===== src/rtl/less_distance_pkg.sv =====
// Shared types for the nearest-distance unit.
//   DIST_WIDTH : default operand/distance width
//   dist_t     : one unsigned distance/operand word
package less_distance_pkg;
  localparam int DIST_WIDTH = 8;
  typedef logic [DIST_WIDTH-1:0] dist_t;
endpackage


===== src/rtl/less_distance_unit_abs_diff.sv =====
// abs_diff: combinational |x - y| for unsigned operands.
//   x_i, y_i : WIDTH-bit unsigned operands
//   d_o      : WIDTH-bit absolute difference
// Built as a ripple borrow subtractor followed by a conditional
// two's-complement negate (invert + ripple increment) when x < y.
module abs_diff
  import less_distance_pkg::*;
#(
  parameter int WIDTH = DIST_WIDTH
) (
  input  logic [WIDTH-1:0] x_i,
  input  logic [WIDTH-1:0] y_i,
  output logic [WIDTH-1:0] d_o
);
  logic [WIDTH:0]   bw;   // borrow chain; bw[WIDTH] is the sign of x - y
  logic [WIDTH-1:0] raw;
  logic [WIDTH-1:0] inv;
  logic [WIDTH-1:0] cy;   // increment carry chain
  logic             neg;

  assign bw[0] = 1'b0;
  assign neg   = bw[WIDTH];
  assign cy[0] = neg;

  for (genvar i = 0; i < WIDTH; i++) begin : g_sub
    assign raw[i]  = x_i[i] ^ y_i[i] ^ bw[i];
    assign bw[i+1] = (~x_i[i] & y_i[i]) | (~(x_i[i] ^ y_i[i]) & bw[i]);
    assign inv[i]  = raw[i] ^ neg;
    assign d_o[i]  = inv[i] ^ cy[i];
  end

  for (genvar i = 1; i < WIDTH; i++) begin : g_inc
    assign cy[i] = inv[i-1] & cy[i-1];
  end
endmodule


===== src/rtl/less_distance_unit.sv =====
// less_distance_unit: registered nearest-distance unit (structural).
//   clk, rst_n : rising-edge clock, async active-low reset
//   reff       : reference value (unsigned)
//   aa, bb     : candidate operands (unsigned)
//   diff       : registered min(|reff-aa|, |reff-bb|)
//   sel_b      : registered, 1 when B is strictly closer (ties pick A)
module less_distance_unit
  import less_distance_pkg::*;
#(
  parameter int WIDTH = DIST_WIDTH
) (
  input  logic             clk,
  input  logic             rst_n,
  input  logic [WIDTH-1:0] reff,
  input  logic [WIDTH-1:0] aa,
  input  logic [WIDTH-1:0] bb,
  output logic [WIDTH-1:0] diff,
  output logic             sel_b
);
  logic [WIDTH-1:0] da, db;
  logic [WIDTH:0]   cb;       // borrow chain of db - da
  logic [WIDTH-1:0] diff_d, diff_q;
  logic             sel_d, sel_q;

  abs_diff #(.WIDTH(WIDTH)) u_abs_a (.x_i(reff), .y_i(aa), .d_o(da));
  abs_diff #(.WIDTH(WIDTH)) u_abs_b (.x_i(reff), .y_i(bb), .d_o(db));

  // Magnitude compare: borrow out of db - da means db < da.
  assign cb[0] = 1'b0;
  for (genvar i = 0; i < WIDTH; i++) begin : g_cmp
    assign cb[i+1] = (~db[i] & da[i]) | (~(db[i] ^ da[i]) & cb[i]);
  end

  assign sel_d  = cb[WIDTH];
  assign diff_d = sel_d ? db : da;

  always_ff @(posedge clk or negedge rst_n) begin
    if (!rst_n) begin
      diff_q <= '0;
      sel_q  <= 1'b0;
    end else begin
      diff_q <= diff_d;
      sel_q  <= sel_d;
    end
  end

  assign diff  = diff_q;
  assign sel_b = sel_q;
endmodule


===== config.mk =====
export PLATFORM = sky130hd
export DESIGN_NAME = less_distance_unit
export DESIGN_NICKNAME = d
export VERILOG_FILES = /design/src/rtl/less_distance_pkg.sv /design/src/rtl/less_distance_unit_abs_diff.sv /design/src/rtl/less_distance_unit.sv
export SDC_FILE = /design/constraint.sdc
export NUM_CORES = 1
export LEC_CHECK = 0
export ABC_AREA = 1
export BUFFER_PORTS_ARGS = -buffer_cell sky130_fd_sc_hd__buf_2
export CAP_MARGIN = 20
export CORE_MARGIN = 2
export CORE_UTILIZATION = 55
export CTS_CLUSTER_SIZE = 25
export DETAILED_ROUTE_END_ITERATION = 6
export PLACE_DENSITY_LB_ADDON = 0.15
export SYNTH_ARGS = -nofsm -noshare
export SYNTH_HDL_FRONTEND = slang
export SYNTH_SLANG_ARGS = --single-unit

===== constraint.sdc =====
create_clock -name clk -period 1.15 [get_ports clk]
set_input_delay 0.23 -clock clk [delete_from_list [all_inputs] [get_ports clk]]
set_output_delay 0.23 -clock clk [all_outputs]
set_load 0.02 [all_outputs]

* Word-level counts from Yosys, hierarchy flattened
Cells that the tools add are included.
** Storage, ports and cells
- Bits in registers :: 9
- Input bits :: 26
- Output and inout port bits :: 9
- Logic and storage cells :: 189
** Operators by class
- Muxes and demuxes :: 1
- Bitwise operators :: 186
** Operators by type and width (number)
- $xor A1 B1 Y1 :: 69
- $and A1 B1 Y1 :: 59
- $not A1 Y1 :: 37
- $or A1 B1 Y1 :: 21
- $mux W8 :: 1

* Depth between registers and ports, before layout
Gate-level depths: netlist of the first run.
- Depth in word-level cells :: 36
- Mapped depth :: 33
- Mapped depth without buffers :: 32

* Cells and area by module
Synthesis of the first run repeated with hierarchy kept, for this count alone.
** Second synthesis, totals
- Cell total of the unflattened synthesis :: 153
- Area total of the unflattened synthesis :: 1296.2 um2
** Modules (own cells, without submodules)
- abs_diff :: instances 2, cells each 43, area each 375.4 um2, seq. area each 0.0 um2
- less_distance_unit :: instances 1, cells each 67, area each 545.5 um2, seq. area each 225.2 um2

* Worst setup path before layout of the first run
Ideal clock, no wire load.
- Kind :: input port to flip-flop
- Start point :: input reff[0]
- End point :: register diff_q[1] (netlist: diff[1])
- Setup time :: 0.116 ns
- Arrival time :: 5.354 ns
- Data required time :: 1.034 ns
- Slack :: -4.320 ns
- Cell stages on the path :: 26
- Buffers on the path :: 1
- Path through :: inv_1 ha_1 inv_1 fa_1 fa_1 fa_1 fa_1 fa_1 fa_1 inv_1 fa_1 clkbuf_1 xor2_1 ha_1 ha_1 ha_1 ha_1 ha_1 ha_1 xnor2_1 xor2_1 ha_1 inv_1 nand2_4 nand3_1 nand2_2
** On the way
- Word-level cells in the longest chain between the ends :: 36
- Elaborated cells on any way between the ends :: 138
- Those cells by class :: mux: 1; bitwise: 137
** Ends and longest elaborated chain
- from (decl) :: line less_distance_unit.sv:14 : input logic [WIDTH-1:0] reff,
- $not A1 Y1 :: line less_distance_unit_abs_diff.sv:27 : assign bw[i+1] = (~x_i[i] & y_i[i]) | (~(x_i[i] ^ y_i[i]) & bw[i]);
- $and A1 B1 Y1 (2 in series) :: line less_distance_unit_abs_diff.sv:27
- $or A1 B1 Y1 :: line less_distance_unit_abs_diff.sv:27
- $and A1 B1 Y1 :: line less_distance_unit_abs_diff.sv:27
- $or A1 B1 Y1 :: line less_distance_unit_abs_diff.sv:27
- $and A1 B1 Y1 :: line less_distance_unit_abs_diff.sv:27
- $or A1 B1 Y1 :: line less_distance_unit_abs_diff.sv:27
- $and A1 B1 Y1 :: line less_distance_unit_abs_diff.sv:27
- [... 20 more ...]
- $and A1 B1 Y1 :: line less_distance_unit.sv:31 : assign cb[i+1] = (~db[i] & da[i]) | (~(db[i] ^ da[i]) & cb[i]);
- $or A1 B1 Y1 :: line less_distance_unit.sv:31
- $and A1 B1 Y1 :: line less_distance_unit.sv:31
- $or A1 B1 Y1 :: line less_distance_unit.sv:31
- $and A1 B1 Y1 :: line less_distance_unit.sv:31
- $or A1 B1 Y1 :: line less_distance_unit.sv:31
- $mux W8 (*) :: line less_distance_unit.sv:35 : assign diff_d = sel_d ? db : da;
- net diff_d[1] :: line less_distance_unit.sv:22 : logic [WIDTH-1:0] diff_d, diff_q;
- to (signal assigned) :: line less_distance_unit.sv:42 : diff_q <= diff_d;
- to (decl) :: line less_distance_unit.sv:22
Mark *: on every way through the listed nets, which the timed path passes. The rest lies on a longest branch.

* Final worst setup path of the first run
- Start point :: input reff[0]
- End point :: register diff_q[5] (netlist: diff[5])
** On the way
- Word-level cells in the longest chain between the ends :: 36
- Elaborated cells on any way between the ends :: 138
- Those cells by class :: mux: 1; bitwise: 137
** Ends and longest elaborated chain
- $not A1 Y1 :: line less_distance_unit_abs_diff.sv:27
- $and A1 B1 Y1 (2 in series) :: line less_distance_unit_abs_diff.sv:27
- $or A1 B1 Y1 :: line less_distance_unit_abs_diff.sv:27
- $and A1 B1 Y1 :: line less_distance_unit_abs_diff.sv:27
- $or A1 B1 Y1 :: line less_distance_unit_abs_diff.sv:27
- $and A1 B1 Y1 :: line less_distance_unit_abs_diff.sv:27
- $or A1 B1 Y1 :: line less_distance_unit_abs_diff.sv:27
- $and A1 B1 Y1 :: line less_distance_unit_abs_diff.sv:27
- [... 21 more ...]
- $or A1 B1 Y1 :: line less_distance_unit.sv:31
- $and A1 B1 Y1 :: line less_distance_unit.sv:31
- $or A1 B1 Y1 :: line less_distance_unit.sv:31
- $and A1 B1 Y1 :: line less_distance_unit.sv:31
- $or A1 B1 Y1 (*) :: line less_distance_unit.sv:31
- net sel_d :: line less_distance_unit.sv:23 : logic sel_d, sel_q;
- $mux W8 (*) :: line less_distance_unit.sv:35
- net diff_d[5] :: line less_distance_unit.sv:22
Marks and branches as above.

==> metrics.md, run 1 <==
| Metric | Value |
|---|---|
| Status | `finished, violations left` |
| Failing checks | `setup timing` |
| Mux cell area share after synthesis | `0` |
| Vias in the first global route | `1096` |
| PD cells | `1760 mW/mm^2` |
| Post-synthesis compound-gate area fraction | `0` |
| Switch share | `0.480` |
| Clk root buf | `clkbuf_4` |
| Total Neg Setup Slack | `-33340 ps` |
| Post-Route WL | `2900 um` |
| M1 WL | `1060 um` |
| HPWL Detailed | `2350 um` |
| CTS H-tree lvls | `1` |
| Share of cells above drive strength 1 | `0.609` |
| Drc violations | `0` |
| Max Cap Violations | `0` |
| PortBufs | `34` |
| First-pass GRT wire length | `4660 um` |
| Simple-Gate Fraction of Synth Area | `0.164` |
| P_leak | `0.990 nW` |
| Finish-stage setup viols | `9` |
| Final slew viol count | `0` |
| RSZ-0062 raised after global routing | `true` |
| TritonRoute pass-1 iters | `4` |
| Pint | `0.00173 W` |
| Total CTS buffers | `3` |
| Area Overhead vs Synth | `47.7%` |
| NumNets Final | `255` |
| Via-to-Cell Ratio | `4.74` |
| WL met3 | `137 um` |
| Core area | `0.00221 sq mm` |
| Final Core Density | `0.855` |
| CP max FO | `8` |
| DIE AREA | `0.00273 sq mm` |
| Yosys reg bits | `9` |
| Tightest Pin Transition | `296 ps` |
| Cells after synthesis | `137` |
| Yosys Warn Count | `0` |
| Startpoint type of the worst setup path | `input pin` |
| Reg power frac | `0.152` |
| # IOs | `35` |
| Max frequency | `203 MHz` |
| Via count | `1042` |
| Clock transition at the registers of the reported paths | `60 ps` |
| Post-synthesis adder-cell area fraction | `0.434` |
| Syn Nets | `199` |
| XOR/XNOR Fraction of Synth Area | `0.109` |
| Cell area after synthesis | `0.00128 sq mm` |
| Antenna viol nets, final | `0` |
| CP arrival | `5090 ps` |
| Crit path time final | `4930 ps` |
| Length of routed met2 wiring | `1590 um` |
| Main combinational cell family by area after synthesis | `adder cells` |
| Final WS setup | `-3780 ps` |
| CTS tree | `yes` |
| Maximum vdd drop | `1.26 mV` |
| Gate power share | `0.772` |
| Die width | `52.2 um` |
| Register area share after synthesis | `0.176` |
| Drt wl/cell | `13.2 um` |
| Critical path type | `in2reg` |
| Syn avg cell area | `9.34 sq um` |
| Clock power share | `0.076` |
| Setup crit end kind | `flop` |
| Total track usage | `0.238` |
| Remaining Overflow, GRT | `0` |
| Longest Clk Path Bufs | `2` |
| Initial Utilization | `0.579` |
| Initial DRC count | `10` |
| Fin. Hold Viols | `0` |
| CTS Sinks | `9` |
| Final period util | `4.29` |
| Antenna violations before repair | `0` |
| Slew headroom | `0.802` |
| Psw | `0.00160 W` |
| Netlist cell types | `15` |
| Required time of the critical path | `1310 ps` |
| Largest net degree at the start of global routing | `10` |
| Row cnt | `17` |
| RD Place Congestion | `0.778` |
| Chip height | `52.2 um` |
| Min-Delay Path Class | `in2async` |
| Antenna Cells | `0` |
| Max Used Layer | `met4` |
## power groups by stage
stage	logic (W)	registers, W	clock network (W)
finish	0.00257	0.000506	0.000251
global route	0.00281	0.000523	0.000262
CTS	0.00245	0.000509	0.000254
detailed placement	0.00238	0.000514	0
global placement	0.00226	0.000510	0
floorplan	0.00144	0.000725	0
## layout make-up
type / count / area [sq um]
Multi-Input combinational cell: 89 / 1120
Timing Repair Buffer: 53 / 329
Fill cell: 118 / 322
Sequential cell: 9 / 225
Inverter: 37 / 154
Tap cell: 28 / 35.0
Clock buffer: 4 / 26.3
## timing repair
item,in CTS,in global routing
endpoints found under the setup margin,9,9
buffers inserted,1,0
endpoints found under the hold margin,9,0
hold buffers,1,0
pin swaps,0,4
resized for setup,8,5
## registers in the layout, indices dropped and copies added (netlist names)
signal and cells:
diff 8, sel_b 1
## synth_stat cells
| cell | instances | share of area |
|---|---|---|
| nand2_1 | 12 | 0.035 |
| fa_1 | 14 | 0.22 |
| clkbuf_1 | 1 | 0.0029 |
| ha_1 | 22 | 0.22 |
| nand3_1 | 8 | 0.031 |
| inv_1 | 31 | 0.091 |
| inv_2 | 5 | 0.015 |
| clkinv_2 | 1 | 0.0039 |
| xor2_1 | 15 | 0.10 |
| nand2_2 | 15 | 0.073 |
| xnor2_1 | 1 | 0.0068 |
| nand2_8 | 1 | 0.016 |
| nand2_4 | 1 | 0.0088 |
| buf_2 | 1 | 0.0039 |
| dfrtp_1 | 9 | 0.18 |
## through the flow
step                      area (sq um)  std cells  power, W  hold WS (ps)  setup WS, ps
after floorplan                   1480        137   0.00217         -65.6         -3760
after global placement            1780        214   0.00277          79.6         -3990
after detailed placement          1780        214   0.00289          84.8         -4110
after CTS                         1850        220   0.00321           332         -3760
after global routing              1890        220   0.00360           375         -3960
final                             1890        220   0.00332           337         -3780
## kinds of logic after synthesis
logic type,Yosys count
buf+inv,39
fa+ha+maj,36
xor+xnor,16
flops,9
simple gates,37
## final timing paths
path                          from  endpoint  cells past startpoint
min                          rst_n   diff[4]                      2
max in group asynchronous    rst_n   diff[7]                      2
min in group clk             bb[0]   diff[0]                      6
max                        reff[0]   diff[5]                     28
## worst max-delay path, cell delays in order
cell,delay (ps)
buf_8,110
inv_12,40
ha_4,120
inv_2,30
fa_2,330
fa_2,350
fa_2,340
fa_2,350
fa_2,350
fa_2,350
inv_2,60
fa_2,240
xor2_1,90
ha_2,200
ha_4,160
ha_4,160
ha_4,160
ha_4,160
ha_4,150
xor2_2,140
xor2_1,210
inv_1,110
ha_4,270
inv_2,40
nand2_4,120
nand2_8,100
nand2_2,70
nand2_2,50
## cells in the final DEF (no fill, tap or decap), drive strengths merged
| master | n |
|---|---|
| dlygate4sd3 | 1 |
| ha | 22 |
| nand2 | 29 |
| xor2 | 15 |
| dfrtp | 9 |
| nand3 | 8 |
| clkbuf | 4 |
| inv | 37 |
| xnor2 | 1 |
| buf | 52 |
| fa | 14 |
## per-layer routing
metal | GRT usage | up-vias
met1 | 0.246 | 481
met2 | 0.468 | 40
met5 | 0 | -
met3 | 0.0200 | 11
li1 | - | 510
met4 | 0.120 | 0
Power figures use the tool's default switching activity.
==> run 2: changes to the inputs <==
Settings changed: CORE_UTILIZATION 55 to 47, GPL_ROUTABILITY_DRIVEN set to 0.
Clock period 1.15 ns to 4 ns, I/O delays scaled along.
==> metrics.md, run 2 (synthesis gave the netlist of run 1 again) <==
| Metric | Value |
|---|---|
| Status | `finished, violations left (unchanged)` |
| Failing checks | `setup timing (unchanged)` |
| Area Overhead vs Synth | `46.7% (was 47.7%)` |
| Psw | `0.000431 W (was 0.00160 W)` |
| CP max FO | `8 (unchanged)` |
| Clk root buf | `clkbuf_4 (unchanged)` |
| Most frequent cells in the layout | `buf_2, inv_1, nand2_2, fa_2, buf_4 (was buf_2, inv_1, buf_4)` |
| Via-to-Cell Ratio | `4.47 (was 4.74)` |
| CTS H-tree lvls | `1 (unchanged)` |
| Drt wl/cell | `11.0 um (was 13.2 um)` |
| RSZ-0062 raised after global routing | `true (unchanged)` |
| Area post-placement | `0.00176 sq mm (was 0.00178 sq mm)` |
| Total track usage | `0.178 (was 0.238)` |
| CP arrival | `5570 ps (was 5090 ps)` |
| Initial DRC count | `5 (was 10)` |
| Maximum vdd drop | `0.413 mV (was 1.26 mV)` |
| Fin. Hold Viols | `0 (unchanged)` |
| Storage element area | `225 sq um (unchanged)` |
| Commonest non-fill, non-tap cell in the layout | `buf_2 (unchanged)` |
| P_leak | `0.971 nW (was 0.990 nW)` |
| Share of cells above drive strength 1 | `0.596 (was 0.609)` |
| Post-route cell area | `0.00188 sq mm (was 0.00189 sq mm)` |
| Max reg flops | `8 (unchanged)` |
| Post-Route WL | `2390 um (was 2900 um)` |
| Die width | `56.2 um (was 52.2 um)` |
| Tightest Pin Transition | `279 ps (was 296 ps)` |
| PortBufs | `34 (unchanged)` |
| DIE AREA | `0.00316 sq mm (was 0.00273 sq mm)` |
| # IOs | `35 (unchanged)` |
| CTS Sinks | `9 (unchanged)` |
| Antenna violations before repair | `0 (unchanged)` |
| Longest Clk Path Bufs | `2 (unchanged)` |
| Startpoint type of the worst setup path | `input pin (unchanged)` |
| Total Neg Setup Slack | `-12140 ps (was -33340 ps)` |
| Hold_ws | `366 ps (was 337 ps)` |
| Crit path time final | `5410 ps` |
| Largest net degree at the start of global routing | `10 (unchanged)` |
| Max frequency | `185 MHz` |
| Max Cap Violations | `0 (unchanged)` |
| Antenna Cells | `0 (unchanged)` |
| Setup crit end kind | `flop (unchanged)` |
| CTS tree | `yes (unchanged)` |
| Row cnt | `18 (was 17)` |
| Multi-input logic area | `0.00114 sq mm (was 0.00112 sq mm)` |
| Required time of the critical path | `4160 ps (was 1310 ps)` |
| TritonRoute pass-1 iters | `2 (was 4)` |
| Reg power frac | `0.156 (was 0.152)` |
| Final period util | `1.35` |
| Filler cell count | `191 (was 118)` |
| Chip height | `56.2 um (was 52.2 um)` |
| Antenna viol nets, final | `0 (unchanged)` |
| Final WS setup | `-1410 ps (was -3780 ps)` |
| Drc violations | `0 (unchanged)` |
| Final Core Density | `0.745 (was 0.855)` |
| Slew headroom | `0.814 (was 0.802)` |
| HPWL Detailed | `2100 um (was 2350 um)` |
| First-pass GRT wire length | `4440 um (was 4660 um)` |
| Min-Delay Path Class | `in2async (unchanged)` |
| Final slew viol count | `0 (unchanged)` |
| Pint | `0.000496 W (was 0.00173 W)` |
| Via count | `974 (was 1042)` |
| Initial Utilization | `0.507 (was 0.579)` |
| Total CTS buffers | `3 (unchanged)` |
| PD cells | `494 mW/mm^2 (was 1760 mW/mm^2)` |
| Finish-stage setup viols | `9 (unchanged)` |
| Critical path type | `in2reg (unchanged)` |
| Gate power share | `0.770 (was 0.772)` |
| Core area | `0.00252 sq mm (was 0.00221 sq mm)` |
| Remaining Overflow, GRT | `0 (unchanged)` |
| Switch share | `0.465 (was 0.480)` |
| Vias in the first global route | `1077 (was 1096)` |
| NumNets Final | `251 (was 255)` |
| Clock power share | `0.074 (was 0.076)` |
| Clock transition at the registers of the reported paths | `60 ps (about the same)` |
==> run 2: cell count changes in the layout (fill, tap and decap cells not counted), sizes merged <==
cell	delta
inv	-1
dlygate4sd3	-1
buf	-3
clkinv	+1
==> run 2: per-stage QoR <==
stage | setup slack, ps | total power [W] | instances
6_report | -1410 | 0.000927 | 218
4_1_cts | -1470 | 0.000891 | 217
2_1_floorplan | -1480 | 0.000624 | 137
5_1_grt | -1600 | 0.00103 | 218
3_3_place_gp | -1730 | 0.000791 | 213
3_5_place_dp | -1810 | 0.000811 | 213
==> run 2: path summary, 6_finish.rpt <==
path | slack [ps] | cells past startpoint | startpoint | end
max | -1410 | 28 | reff[0] | diff[1]
min | 370 | 1 | rst_n | diff[1]
max in group asynchronous | 3460 | 1 | rst_n | diff[7]
min in group clk | 950 | 5 | bb[0] | diff[0]
==> run 2: final cells by class <==
| type | count | area share |
|---|---|---|
| inverter | 37 | 0.0826 |
| sequential | 9 | 0.120 |
| clock buffer | 4 | 0.0140 |
| tap | 30 | 0.0200 |
| multi-input combinational | 89 | 0.606 |
| timing repair buffer | 49 | 0.158 |
==> run 2: power by group through the flow <==
stage                     sequential (W)  combinational, W  clock (W)
after floorplan                 0.000208          0.000415          0
after global routing            0.000149          0.000805  0.0000772
final                           0.000144          0.000713  0.0000691
after global placement          0.000147          0.000644          0
after CTS                       0.000145          0.000675  0.0000715
after detailed placement        0.000147          0.000664          0
==> run 2: what timing repair did <==
action,CTS,global route
endpoints found under the hold margin,0,0
resized for setup,4,9
pin swaps,4,6
hold buffers,0,0
setup buffers,0,1
endpoints found under the setup margin,9,9
==> run 2: routing by layer <==
metal | up-vias | part of all wire | routed length [um] | GRT usage
li1 | 501 | - | - | -
met1 | 435 | 0.41 | 975 | 0.204
met2 | 31 | 0.52 | 1250 | 0.333
met3 | 7 | 0.044 | 106 | 0.00930
met4 | 0 | 0.026 | 61 | 0.0816
met5 | - | 0 | 0 | 0
==> run 2: worst max-delay path, cell delays in order <==
cell     delay, ps
buf_8          110
inv_12          50
ha_4           110
inv_2           30
fa_2           320
fa_2           350
fa_2           350
fa_2           350
fa_2           340
fa_2           340
inv_2           60
fa_2           240
xor2_1          90
ha_2           200
ha_4           160
ha_4           160
ha_4           160
ha_4           150
ha_4           150
xor2_2         140
xor2_1         200
inv_1          100
ha_4           280
inv_4           40
nand2_8         90
nand2_8         90
nand2_2         80
nand2_2         40
